--- src/rtl/reaction_game_ctrl.sv ---
// Reaction-timer game sequencer: starting lights, random hold, ms reaction count, false-start detection.
// Optional best-time tracking is built when the REACT_BEST_EN macro is defined.
module reaction_game_ctrl #(
  parameter int N_LIGHTS   = 10,
  parameter int DELAY_BITS = 5,
  parameter int COUNT_BITS = 16,
  parameter int MAX_MS     = 9999
) (
  input  logic                  clk,
  input  logic                  rst_n,
  input  logic                  tick_ms,
  input  logic                  tick_hs,
  input  logic                  start,
  input  logic                  stop,
  input  logic [DELAY_BITS-1:0] delay_n,
  output logic                  lfsr_en,
  output logic [N_LIGHTS-1:0]   ledr,
  output logic [COUNT_BITS-1:0] react_ms,
  output logic                  result_valid,
  output logic                  false_start,
  output logic [COUNT_BITS-1:0] best_ms,
  output logic                  new_best
);

  typedef enum logic [2:0] {IDLE, LIGHTS, HOLD, GO, RESULT, FOUL} state_t;

  localparam logic [N_LIGHTS-1:0]   ALL_ON  = '1;
  localparam logic [COUNT_BITS-1:0] MAX_CNT = COUNT_BITS'(MAX_MS);

  state_t                state_q;
  logic                  start_q, stop_q;
  logic [N_LIGHTS-1:0]   ledr_q;
  logic [COUNT_BITS-1:0] react_q;
  logic                  valid_q, foul_q, lfsr_en_q;
  logic [DELAY_BITS-1:0] hold_cnt_q;

  logic                  start_edge, stop_edge;
  logic [COUNT_BITS-1:0] react_inc_d;
  logic [DELAY_BITS-1:0] hold_load_d;

  assign start_edge  = start & ~start_q;
  assign stop_edge   = stop & ~stop_q;
  assign react_inc_d = (react_q < MAX_CNT) ? react_q + COUNT_BITS'(1) : MAX_CNT;
  // A zero delay still holds for one tick so the lights never drop instantly.
  assign hold_load_d = (delay_n == '0) ? DELAY_BITS'(1) : delay_n;

  always_ff @(posedge clk or negedge rst_n) begin
    if (!rst_n) begin
      state_q    <= IDLE;
      start_q    <= 1'b1;
      stop_q     <= 1'b1;
      ledr_q     <= '0;
      react_q    <= '0;
      valid_q    <= 1'b0;
      foul_q     <= 1'b0;
      lfsr_en_q  <= 1'b1;
      hold_cnt_q <= '0;
    end else begin
      start_q <= start;
      stop_q  <= stop;
      case (state_q)
        IDLE: begin
          if (start_edge) begin
            state_q <= LIGHTS;
            ledr_q  <= '0;
            react_q <= '0;
            valid_q <= 1'b0;
            foul_q  <= 1'b0;
          end
        end
        LIGHTS: begin
          if (stop_edge) begin
            state_q <= FOUL;
            foul_q  <= 1'b1;
            react_q <= '0;
            ledr_q  <= ALL_ON;
          end else if (tick_hs) begin
            ledr_q <= {ledr_q[N_LIGHTS-2:0], 1'b1};
            if (&ledr_q[N_LIGHTS-2:0]) begin
              state_q    <= HOLD;
              hold_cnt_q <= hold_load_d;
              lfsr_en_q  <= 1'b0;
            end
          end
        end
        HOLD: begin
          // Early press beats lights-out, even on the final hold tick.
          if (stop_edge) begin
            state_q   <= FOUL;
            foul_q    <= 1'b1;
            react_q   <= '0;
            ledr_q    <= ALL_ON;
            lfsr_en_q <= 1'b1;
          end else if (tick_hs) begin
            if (hold_cnt_q == DELAY_BITS'(1)) begin
              state_q   <= GO;
              ledr_q    <= '0;
              react_q   <= '0;
              lfsr_en_q <= 1'b1;
            end else begin
              hold_cnt_q <= hold_cnt_q - DELAY_BITS'(1);
            end
          end
        end
        GO: begin
          if (stop_edge) begin
            state_q <= RESULT;
            valid_q <= 1'b1;
          end else if (tick_ms) begin
            react_q <= react_inc_d;
            if (react_inc_d == MAX_CNT) begin
              state_q <= RESULT;
              valid_q <= 1'b1;
            end
          end
        end
        RESULT: begin
          if (start_edge) begin
            state_q <= LIGHTS;
            ledr_q  <= '0;
            react_q <= '0;
            valid_q <= 1'b0;
            foul_q  <= 1'b0;
          end
        end
        FOUL: begin
          if (start_edge) begin
            state_q <= LIGHTS;
            ledr_q  <= '0;
            react_q <= '0;
            valid_q <= 1'b0;
            foul_q  <= 1'b0;
          end else if (tick_hs) begin
            ledr_q <= (ledr_q == ALL_ON) ? '0 : ALL_ON;
          end
        end
        default: state_q <= IDLE;
      endcase
    end
  end

  assign lfsr_en      = lfsr_en_q;
  assign ledr         = ledr_q;
  assign react_ms     = react_q;
  assign result_valid = valid_q;
  assign false_start  = foul_q;

`ifdef REACT_BEST_EN
  logic [COUNT_BITS-1:0] best_q;
  logic                  new_best_q;

  // Only a stopped measurement can become a best; a timeout enters RESULT at MAX_MS.
  always_ff @(posedge clk or negedge rst_n) begin
    if (!rst_n) begin
      best_q     <= MAX_CNT;
      new_best_q <= 1'b0;
    end else begin
      new_best_q <= 1'b0;
      if ((state_q == GO) && stop_edge && (react_q < best_q) && (react_q < MAX_CNT)) begin
        best_q     <= react_q;
        new_best_q <= 1'b1;
      end
    end
  end

  assign best_ms  = best_q;
  assign new_best = new_best_q;
`else
  assign best_ms  = '0;
  assign new_best = 1'b0;
`endif

endmodule

--- config.mk ---
export PLATFORM = sky130hd
export DESIGN_NAME = reaction_game_ctrl
export DESIGN_NICKNAME = d
export VERILOG_FILES = /design/src/rtl/reaction_game_ctrl.sv
export SDC_FILE = /design/constraint.sdc
export NUM_CORES = 1
export LEC_CHECK = 0
export CAP_MARGIN = 20
export CORE_MARGIN = 2
export CORE_UTILIZATION = 35
export DETAILED_ROUTE_END_ITERATION = 16
export HOLD_SLACK_MARGIN = 0.1
export PLACE_DENSITY = 0.63
export REMOVE_ABC_BUFFERS = 1
export SLEW_MARGIN = 30
export SYNTH_ARGS = -nofsm -noshare
export SYNTH_HDL_FRONTEND = slang
export SYNTH_SLANG_ARGS = --single-unit
--- constraint.sdc ---
create_clock -name clk -period 4.5 [get_ports clk]
set_input_delay 0.45 -clock clk [delete_from_list [all_inputs] [get_ports clk]]
set_output_delay 0.45 -clock clk [all_outputs]
set_load 0.02 [all_outputs]
== After elaboration in Yosys (flattened, before gate mapping) ==
Cells that the tools add are included.

* Bits in registers: 39
* Latch bits: 0
* Memory bits (writable): 0
* Memory bits (read-only): 0
* Bits of input ports: 11
* Output and inout bits: 46
* Logic and storage cells: 113
* Memories: 0

* Add/subtract/negate cells: 2
* Multipliers: 0
* Divide/modulo/power cells: 0
* Magnitude comparators: 1
* Equal/unequal tests: 27
* Shifts and indexed selects: 0
* Mux-type cells: 52
* Bitwise operators: 4
* Reduce and logical (&&, ||, !) cells: 18

{| class="wikitable"
|+ Operators with widths
! operator !! count
|-
| 16-bit 2-to-1 mux || 8
|-
| 10-bit 2-to-1 mux || 9
|-
| 16-bit case mux with 4 select lines || 1
|-
| 10-bit case mux with 4 select lines || 1
|-
| 5-bit 2-to-1 mux || 7
|-
| 3-bit 2-to-1 mux || 10
|-
| 3-bit inequality test, second input constant || 7
|-
| 7-bit AND reduction || 3
|-
| 2-bit inequality test, second input constant || 9
|-
| 16-bit by 1-bit adder with 16-bit output, second input constant || 1
|-
| 16-bit by 14-bit == test with 1-bit output, second input constant || 1
|-
| 16-bit by 14-bit < comparator with 1-bit output, second input constant || 1
|-
| 3-bit case mux with 4 select lines || 1
|-
| 6-bit AND reduction || 2
|-
| 1-bit 2-to-1 mux || 11
|-
| 10-bit == test, second input constant || 1
|-
| 5-bit case mux with 2 select lines || 1
|-
| 9-bit AND reduction || 1
|-
| 4-bit nonzero test || 2
|-
| 3-bit by 2-bit == test with 1-bit output, second input constant || 2
|-
| 3-bit == test, second input constant || 2
|-
| 2-bit by 1-bit inequality test with 1-bit output, second input constant || 3
|-
| 1-bit case mux with 2 select lines || 3
|-
| 2-bit nonzero test || 3
|-
| other kinds (11) || 14
|}

== Logic depth before layout (Yosys ltp) ==
Gate-level depths: netlist of the first run.

* Word-level depth: 7
* Depth in mapped cells: 9
* Depth with buffers taken out: 8

== Worst setup path after synthesis of the first run ==
No wires, ideal clock.

* Kind: register -> register
* Start: reg react_q[0] (netlist: react_ms[0])
* End: reg state_q[0]
* Arrival time: 1.974 ns
* Data required time: 4.352 ns
* Path slack: 2.378 ns
* Stages on the path, launching flop included: 8
* Cells stage by stage: dfrtp_1 -> ha_1 -> nor4bb_1 -> nand4_1 -> a211o_1 -> o41a_1 -> nand2_1 -> a41oi_1

* Cells in the longest elaborated chain, start to end: 5

{| class="wikitable"
|+ Ends and longest elaborated chain
! element !! RTL line !! source
|-
| from (decl) || 33 || <nowiki>logic [COUNT_BITS-1:0] react_q;</nowiki>
|-
| from (signal assigned) || 110 || <nowiki>react_q <= react_inc_d;</nowiki>
|-
| 16-bit by 1-bit adder with 16-bit output / 16-bit by 14-bit < comparator with 1-bit output (equally long branches) || 43 || <nowiki>assign react_inc_d = (react_q < MAX_CNT) ? react_q + COUNT_BITS'(1) : MAX_CNT;</nowiki>
|-
| 16-bit 2-to-1 mux (*) || 43 ||
|-
| 16-bit by 14-bit == test with 1-bit output (*) || 111 || <nowiki>if (react_inc_d == MAX_CNT) begin</nowiki>
|-
| 3-bit inequality test (no source line) (*) || - ||
|-
| 7-bit AND reduction (no source line) (*) || - ||
|-
| to (signal assigned) || 49 || <nowiki>state_q <= IDLE;</nowiki>
|-
| to (signal assigned) || 112 || <nowiki>state_q <= RESULT;</nowiki>
|-
| to (signal assigned) || 119 || <nowiki>state_q <= LIGHTS;</nowiki>
|-
| to (decl) || 30 || <nowiki>state_t state_q;</nowiki>
|}

Mark *: on every way between the ends. The rest lies on a longest branch, timed or not.
A chain may end at the register's enable or synchronous reset.

== Worst setup path after layout of the first run ==
* Start: reg state_q[1]
* End: reg ledr_q[0] (netlist: ledr[0])

* Cells in the longest elaborated chain, start to end: 4

{| class="wikitable"
|+ Ends and longest elaborated chain
! element !! RTL line !! source
|-
| from (signal assigned) || 49 ||
|-
| from (signal assigned) || 64 || <nowiki>state_q <= LIGHTS;</nowiki>
|-
| from (signal assigned) || 73 || <nowiki>state_q <= FOUL;</nowiki>
|-
| 3-bit == test / 3-bit logical NOT (equally long branches) || 61 || <nowiki>case (state_q)</nowiki>
|-
| 2-bit OR reduction (no source line) || - ||
|-
| 2-bit by 1-bit inequality test with 1-bit output (no source line) / 4-bit nonzero test (equally long branches) || - ||
|-
| 6-bit AND reduction (no source line) || - ||
|-
| to (signal assigned) || 78 || <nowiki>ledr_q <= {ledr_q[N_LIGHTS-2:0], 1'b1};</nowiki>
|-
| to (signal assigned) || 134 || <nowiki>ledr_q <= (ledr_q == ALL_ON) ? '0 : ALL_ON;</nowiki>
|-
| to (decl) || 32 || <nowiki>logic [N_LIGHTS-1:0] ledr_q;</nowiki>
|}

Several ways; a longest one is shown, not always the timed one.

==> results.txt, run 1 <==
- Status: finished clean
- Count of clock tree sinks: 39
- Detailed placer's ending HPWL: about 3900 um
- Area of the multi-input gates: between 1000 and 1500 um2
- In this run, the number of DRC markers left after iteration 0 of detailed routing was 137.
* Transition at the pin with the smallest max-transition slack: 750 ps
- Number of clock buffers inserted by TritonCTS: 5
- Number of instances in the synthesized netlist: 287
- In this run the post-CTS setup repair buffer count came out at 0.
- The first TritonRoute pass finished after 4 iterations.
- Count of filler cells inserted in the layout: 683
- P per Cell Area: 548 nW/um2
* Global-route usage over all layers: 0.154
- Dominant synthesized flop cell: sky130_fd_sc_hd__dfrtp_1
* Via count: 2,149
- The die is 88.3 um wide.
* Chip Height: roughly 88 um
- Yosys cell types: 57
- Fraction of post-synthesis cell area in the top cell type by area: 0.362
- The repair_antennas step left the layout with diodes totalling 0.
- Unrepaired setup endpoints after global routing: no
- In this run, post-CTS hold repair placed 0 buffers.
* Sequential element share of the synthesized area: 0.394
* Worst slack at placement: 1890 ps
- The number of cells on the worst reg-to-reg path is 5.
- Setup WS post-layout: roughly 1800 ps
- Number of port buffers: 39
* Cell types occupying the most area after synthesis: sky130_fd_sc_hd__dfrtp_1 (36%), sky130_fd_sc_hd__o21ai_0 (6.6%), sky130_fd_sc_hd__buf_4 (5.4%), sky130_fd_sc_hd__nand2_1 (4.1%), sky130_fd_sc_hd__dfstp_2 (3.2%)
- Number of buffers between clock root and the deepest sink: 2
* Final Instance Count excl. Fillers: roughly 420
* Mean routed wirelength per cell: approximately 13 um
- Critical path start-end classification: flop to flop
- The worst setup path is launched from a flop.
- For this design the top-level I/O count stands at 57.
* Hold Violations, Final: 0
- The via count of the first global-routing pass came to 1,976.
- Routability cong.: 0.816
- Post-layout net count: between 300 and 400
- The average instance in the mapped netlist occupies just under 9 um2.
- At the end of the flow the core is filled with cells to 0.432.
- Top-count cell post-synth: sky130_fd_sc_hd__dfrtp_1
- Post-CTS Resized: 0
- Ranked by instance count, the synthesized netlist is headed by sky130_fd_sc_hd__dfrtp_1 (36), sky130_fd_sc_hd__o21ai_0 (33), sky130_fd_sc_hd__nand2_1 (27), sky130_fd_sc_hd__nor2_1 (19), sky130_fd_sc_hd__buf_4 (18).
* Slew Limit Fails: 0
- Number of cells in the design after placement: 408
- In this run the clock root is driven by a sky130_fd_sc_hd__clkbuf_8.
* Initial antenna violation count: 0
- The worst-case IR drop observed on VDD is about 300 uV.
- Relative slew slack: 0.499
* R2R Path Start: state_q[1]$_DFFE_PN0P_
- After clock tree synthesis, the clock-pin slew on the worst setup and hold paths is 80 ps.
- In the final layout, the share of cells above drive strength 1 is 0.0688.
- Leftover overflow at the end of global routing: 0
* Area of the die: between 7000 and 8000 um2
* Post-route fraction of the period consumed by the critical path: 0.591
* Routed vias/inst: 5.17
* Clock latency reported for the late side of the worst-skew pair: 290 ps
- CP Data Arrival Time: 2840 ps
* Maximum number of pins on one net before global-route repair: 40
- Total routed wirelength: 5590 um
- Core area: slightly below 7000 um2
- STA classifies the critical path endpoint as a flop.
* Cell Area, Synth: ~2500 um2
- The smallest clock period supported by the final layout is computed as 2660 ps.
- The analysis attributes to cell leakage a power of 1.23 nW.
- Data required time of the critical path: approximately 4700 ps
- After floorplanning, the core was divided into 30 placement rows.
- Summing all flip-flop and latch instances after layout gives 980 um2.
- Class of the tightest hold or removal check: primary input to async pin
- Drt drc: 0
- Starting density of the core: 0.364
* Antenna Violating Nets Remaining: 0
- From synthesis to final layout, the design area changed by 18.6%.
- Setup TNS: 0 ps
- First-pass GRT wire length: 9520 um
- TritonCTS built the clock tree.
* Cell type with the largest total area after synthesis: sky130_fd_sc_hd__dfrtp_1
- EDFF count, synth: 0
- Worst Path Max Fanout: 25
* R2r setup slk: 1840 ps
- For the final database, setup skew stands at about 6.7 ps.
- FMAX: 0.376 GHz
- Setup violations remaining at the end of the flow were counted as 0.
- The design draws ~1.6 mW.
- The Yosys step of the flow raised 0 warnings.
- Number of synthesized register bits: 39
* Max-capacitance violation count: 0
* Maximum level of the CTS H-tree: 2
- Critical register-to-register path endpoint: ledr[0]$_DFFE_PN0P_
- Of all flip-flops after synthesis, the portion carrying an async set or reset was 1.00.
-- state kept, by name, indices dropped and copies added, names as in the netlist --
register and count:
result_valid 1, stop_q 1, ledr 10, react_ms 16, false_start 1, state_q 3
lfsr_en 1, hold_cnt_q 5, start_q 1
-- critical path, cell delays in order, from the launching register on --
cell and delay, ps:
sky130_fd_sc_hd__dfrtp_1 800, sky130_fd_sc_hd__or3b_1 590, sky130_fd_sc_hd__o32ai_1 240, sky130_fd_sc_hd__nand2_1 100, sky130_fd_sc_hd__nand3_1 420, sky130_fd_sc_hd__mux2_2 390
-- cell type report --
| type | instances | share of cell area |
|---|---|---|
| clock buffers | 8 | 0.0339 |
| well taps | 96 | 0.0407 |
| flip-flops and latches | 39 | 0.332 |
| repair buffers | 40 | 0.134 |
| multi-input cells | 224 | 0.448 |
| inverters | 9 | 0.0115 |
-- cells by family (layout without fill, tap and decap cells) --
group,after synthesis,in the layout,share of synthesized area
simple gates,101,101,0.211
compound gates,97,97,0.254
buf+inv,40,57,0.102
flops,39,39,0.394
xor+xnor,5,5,0.0176
fa+ha+maj,3,3,0.0151
other cells,1,17,0.00151
mux,1,1,0.00452
-- layout by cell type, fill, tap and decap left out, types with 9 or more instances in the layout --
master	n
sky130_fd_sc_hd__nand3_1	13
sky130_fd_sc_hd__nand2_1	27
sky130_fd_sc_hd__o21ai_0	33
sky130_fd_sc_hd__conb_1	17
sky130_fd_sc_hd__nor2_1	19
sky130_fd_sc_hd__nor2b_1	9
sky130_fd_sc_hd__dfrtp_1	36
sky130_fd_sc_hd__clkdlybuf4s50_1	38
sky130_fd_sc_hd__a21oi_1	13
sky130_fd_sc_hd__inv_1	9
-- power by group --
| part | switching (mW) | total, mW | internal [mW] |
|---|---|---|---|
| combinational | 0.428 | 0.751 | 0.322 |
| clock | 0.122 | 0.262 | 0.140 |
| sequential | 0.149 | 0.606 | 0.457 |
| total | 0.698 | 1.62 | 0.920 |
-- worst max-delay path by stage --
stage                      startpoint                      end
6_report       state_q[1]$_DFFE_PN0P_      ledr[0]$_DFFE_PN0P_
3_5_place_dp   state_q[1]$_DFFE_PN0P_      ledr[0]$_DFFE_PN0P_
3_3_place_gp   state_q[1]$_DFFE_PN0P_      ledr[0]$_DFFE_PN0P_
4_1_cts        state_q[1]$_DFFE_PN0P_      ledr[0]$_DFFE_PN0P_
5_1_grt        state_q[1]$_DFFE_PN0P_      ledr[0]$_DFFE_PN0P_
2_1_floorplan  state_q[0]$_DFFE_PN0P_  react_ms[5]$_DFFE_PN0P_
-- layer usage --
layer	track usage	wire [um]	vias to the layer above
met5	0	0	-
met4	0.0496	64	0
met3	0.0336	226	4
met2	0.241	2620	52
met1	0.213	2680	1015
li1	-	-	1078
-- per-stage QoR --
stage          hold WS [ps]  cell area (um2)
2_1_floorplan           154             2330
3_3_place_gp            509             2840
3_5_place_dp            509             2850
4_1_cts                 301             2950
5_1_grt                 162             2950
6_report                122             2950
No activity file was read; power rests on OpenSTA's default activity.
==> inputs of run 2 (changes only) <==
--- a/config.mk
+++ b/config.mk
@@ -10,7 +10,7 @@
 export CORE_UTILIZATION = 35
 export DETAILED_ROUTE_END_ITERATION = 16
 export HOLD_SLACK_MARGIN = 0.1
-export PLACE_DENSITY = 0.63
+export PLACE_DENSITY = 0.65
 export REMOVE_ABC_BUFFERS = 1
 export SLEW_MARGIN = 30
 export SYNTH_ARGS = -nofsm -noshare
==> constraint.sdc (replaced) <==
create_clock -name clk -period 2.2 [get_ports clk]
set_input_delay 0.22 -clock clk [delete_from_list [all_inputs] [get_ports clk]]
set_output_delay 0.22 -clock clk [all_outputs]
set_load 0.02 [all_outputs]
==> results.txt, run 2 (synthesized netlist as in run 1, its figures left out) <==
- Class of the tightest hold or removal check: primary input to flop
* Number of port buffers: 39 (unchanged)
- Net switching share of the total power: 0.431 (-0.000621)
- Core area: 6830 um2 (unchanged)
* Leftover overflow at the end of global routing: 0 (unchanged)
* Post-layout net count: 352 (+5.7%)
* Area overhead of the layout relative to synthesis: 25.0%
- The number of antenna violations at the first check in global routing is 0 (unchanged).
* Via count of the first global-routing pass: 2,005 (+1.5%)
- On the critical path the largest part of the delay comes from compound AO/OA/AOI/OAI gates.
* Most common cell after layout, fill and taps aside: sky130_fd_sc_hd__clkdlybuf4s50_1
- The row count is 30 (unchanged).
- Area of the multi-input gates: 1340 um2 (+1.3%)
- In this run the critical register-to-register path is captured at state_q[0]$_DFFE_PN0P_.
* Clock power frac: 0.140 (-0.022)
- The placer's final routability congestion estimate came to 0.873 (+7.0%).
- The highest metal layer carrying signal wires in the routed design is met4.
- The sum of buffers and inverters on the critical path came to 0 (unchanged).
* Type of origin of the critical path: flop
- The slack of the critical path was 113 ps (-1730 ps).
- The final setup violation count is 0 (unchanged).
* Data required time of the critical path: 2340 ps (-2340 ps)
- The clock tree buffer depth was 2 (unchanged).
* Die X: 88.3 um (unchanged)
- Endpoint type of the worst setup path: flop
- The maximum achievable frequency is 0.479 GHz (+27%).
* Area of the die: 7800 um2 (unchanged)
- The wire length of the first global-routing pass is 9800 um (+3.0%).
- Count of filler cells inserted in the layout: 670 (-1.9%)
- The footprint of the flip-flops and latches was 980 um2 (unchanged).
- Status: finished clean
- Clock latency reported for the late side of the worst-skew pair: 300 ps (about the same)
- The remaining antenna violation count was 0 (unchanged).
- Met2 layer wire length in the routed design: 2740 um (+4.7%)
* Number of top-level pins: 57 (unchanged)
* R2r setup slk: 110 ps (-1730 ps)
- The total of max-cap violations came to 0 (unchanged).
- The cell depth of the worst flop-to-flop path was 7 (+2).
- TritonCTS built the clock tree.
* Combinational share of power: 0.520 (+0.056)
- The most critical setup path has its startpoint at react_ms[0]$_DFFE_PN0P_.
- The highest fanout seen on the critical path is 3 (-88%).
- The CTS clock-pin slew for the worst setup and hold paths was 80 ps (about the same).
- Drt drc: 0 (unchanged)
- Mean routed wirelength per cell: 13.5 um (+0.36%)
- Wire length on met1: 2830 um (+5.8%)
* Maximum level of the CTS H-tree: 2 (unchanged)
- The shortest clock period the worst path allows after layout was 2090 ps (-570 ps).
- The root buffer cell chosen for the clock tree is sky130_fd_sc_hd__clkbuf_8.
- The critical path is of the flop to flop type.
* Post-route fraction of the period consumed by the critical path: 0.949 (+0.358)
- The count of buffers added by post-CTS timing repair for setup was 0 (unchanged).
- The number of stages on the worst setup path is 7 (+2).
- The total inserted antenna cells came to 0 (unchanged).
- The pre-CTS worst setup slack was 34.2 ps (-1850 ps).
- CP Data Arrival Time: 2230 ps (-610 ps)
- Starting density of the core: 0.364 (unchanged)
- The final hold violation count came to 0 (unchanged).
- The worst register-to-register path begins at react_ms[0]$_DFFE_PN0P_.
* Standard cell area after detailed placement: 2990 um2 (+5.0%)
- Peak VDD IR: 672 uV (+130%)
* Drt first pass iters: 4 (unchanged)
- Hold depth: 1
- Leakage power of the design: 1.32 nW (+7.3%)
* Global-route usage over all layers: 0.158 (+0.00412)
- Metal3 WL: 212 um (-6.2%)
- Transition at the pin with the smallest max-transition slack: 547 ps (-203 ps)
- The share of final-layout standard cells stronger than drive strength 1 was 0.127 (+0.0581).
- The routed wire length was 5860 um (+4.9%).
- Core Util, Final: 0.455 (+0.0234)
- Post-route cell area: 3110 um2 (+5.4%)
* First DRT Iteration DRCs: 156 (+14%)
* Maximum single-stage delay on the critical path: 390 ps (-410 ps)
- Slowest stage cell on the critical path: sky130_fd_sc_hd__dfrtp_1
* Maximum number of pins on one net before global-route repair: 40 (unchanged)
- Internal Power: 1.97 mW (+110%)
- In this run the worst setup path terminates at state_q[0]$_DFFE_PN0P_.
- Number of flip-flops under the largest register name: 16 (unchanged)
* Net load switching power: 1.49 mW (+110%)
* Slew Limit Fails: 0 (unchanged)
- The detailed placer's ending HPWL was 4260 um (+8.0%).
- The clock sink total came to 39 (unchanged).
* Routed vias/inst: 5.02 (-2.9%)
- The sequential cell fraction of total power is 0.340 (-0.034).
- Number of clock buffers inserted by TritonCTS: 5 (unchanged)
- The maximum clock skew at final layout came to 11.6 ps (+4.96 ps).
- Chip Height: 88.3 um (unchanged)
* Relative slew slack: 0.633 (+0.134)
- Setup TNS: 0 ps (unchanged)
- Via count: 2,182 (+1.5%)
* Highest-count cells in the layout ignoring fill and taps: sky130_fd_sc_hd__clkdlybuf4s50_1 (38), sky130_fd_sc_hd__dfrtp_1 (36), sky130_fd_sc_hd__o21ai_0 (33)
- The critical path goes through ha_1 > nor4bb_2 > nand4_1 > a211o_1 > o41a_1 > nand2_1 > a41oi_1.
- P per Cell Area: 1120 nW/um2 (+100%)
[run 2: changes by cell type in the layout (fill, tap and decap cells not counted), sizes merged]
cell and delta:
clkinvlp +1, clkbuf -2, buf +18, dlygate4sd3 +1, clkinv +1
[run 2: worst min path at each step]
| stage | end | slack (ps) | start |
|---|---|---|---|
| finish | start_q$_DFF_PN1_ | 350 | start |
| global route | stop_q$_DFF_PN1_ | 370 | stop |
| CTS | start_q$_DFF_PN1_ | 350 | start |
| detailed placement | ledr[5]$_DFFE_PN0P_ | 400 | rst_n |
| global placement | ledr[5]$_DFFE_PN0P_ | 400 | rst_n |
| floorplan | false_start$_DFFE_PN0P_ | -80 | rst_n |
[run 2: per-layer routing]
metal	vias up	global-route usage
met5	-	0
met1	1017	0.222
met3	6	0.0308
met4	0	0.0523
met2	45	0.246
li1	1114	-
[run 2: power groups by stage]
stage                     Combinational (mW)  Sequential [mW]  Clock [mW]
after floorplan                        0.859             1.35           0
after global placement                  1.76             1.18           0
after detailed placement                1.79             1.18           0
after CTS                               1.80             1.16       0.503
after global routing                    2.02             1.22       0.536
final                                   1.80             1.18       0.486
[run 2: per-stage QoR]
step	power [mW]	std cells	hold WS, ps
2_1_floorplan	2.21	272	-75.6
3_3_place_gp	2.94	426	396
3_5_place_dp	2.97	426	397
4_1_cts	3.46	435	350
5_1_grt	3.77	435	368
6_report	3.47	435	354
[run 2: area by class of cell]
type	instances	area share
Sequential cell	39	0.315
Clock buffer	6	0.0233
Clock inverter	2	0.00402
Inverter	9	0.0109
Multi-Input combinational cell	224	0.430
Timing Repair Buffer	59	0.178
Tap cell	96	0.0386
[run 2: what timing repair did]
item,in CTS,in global routing
setup endpoints to repair,0,6
endpoints found under the hold margin,36,0
hold buffers,1,0
resized for setup,0,6
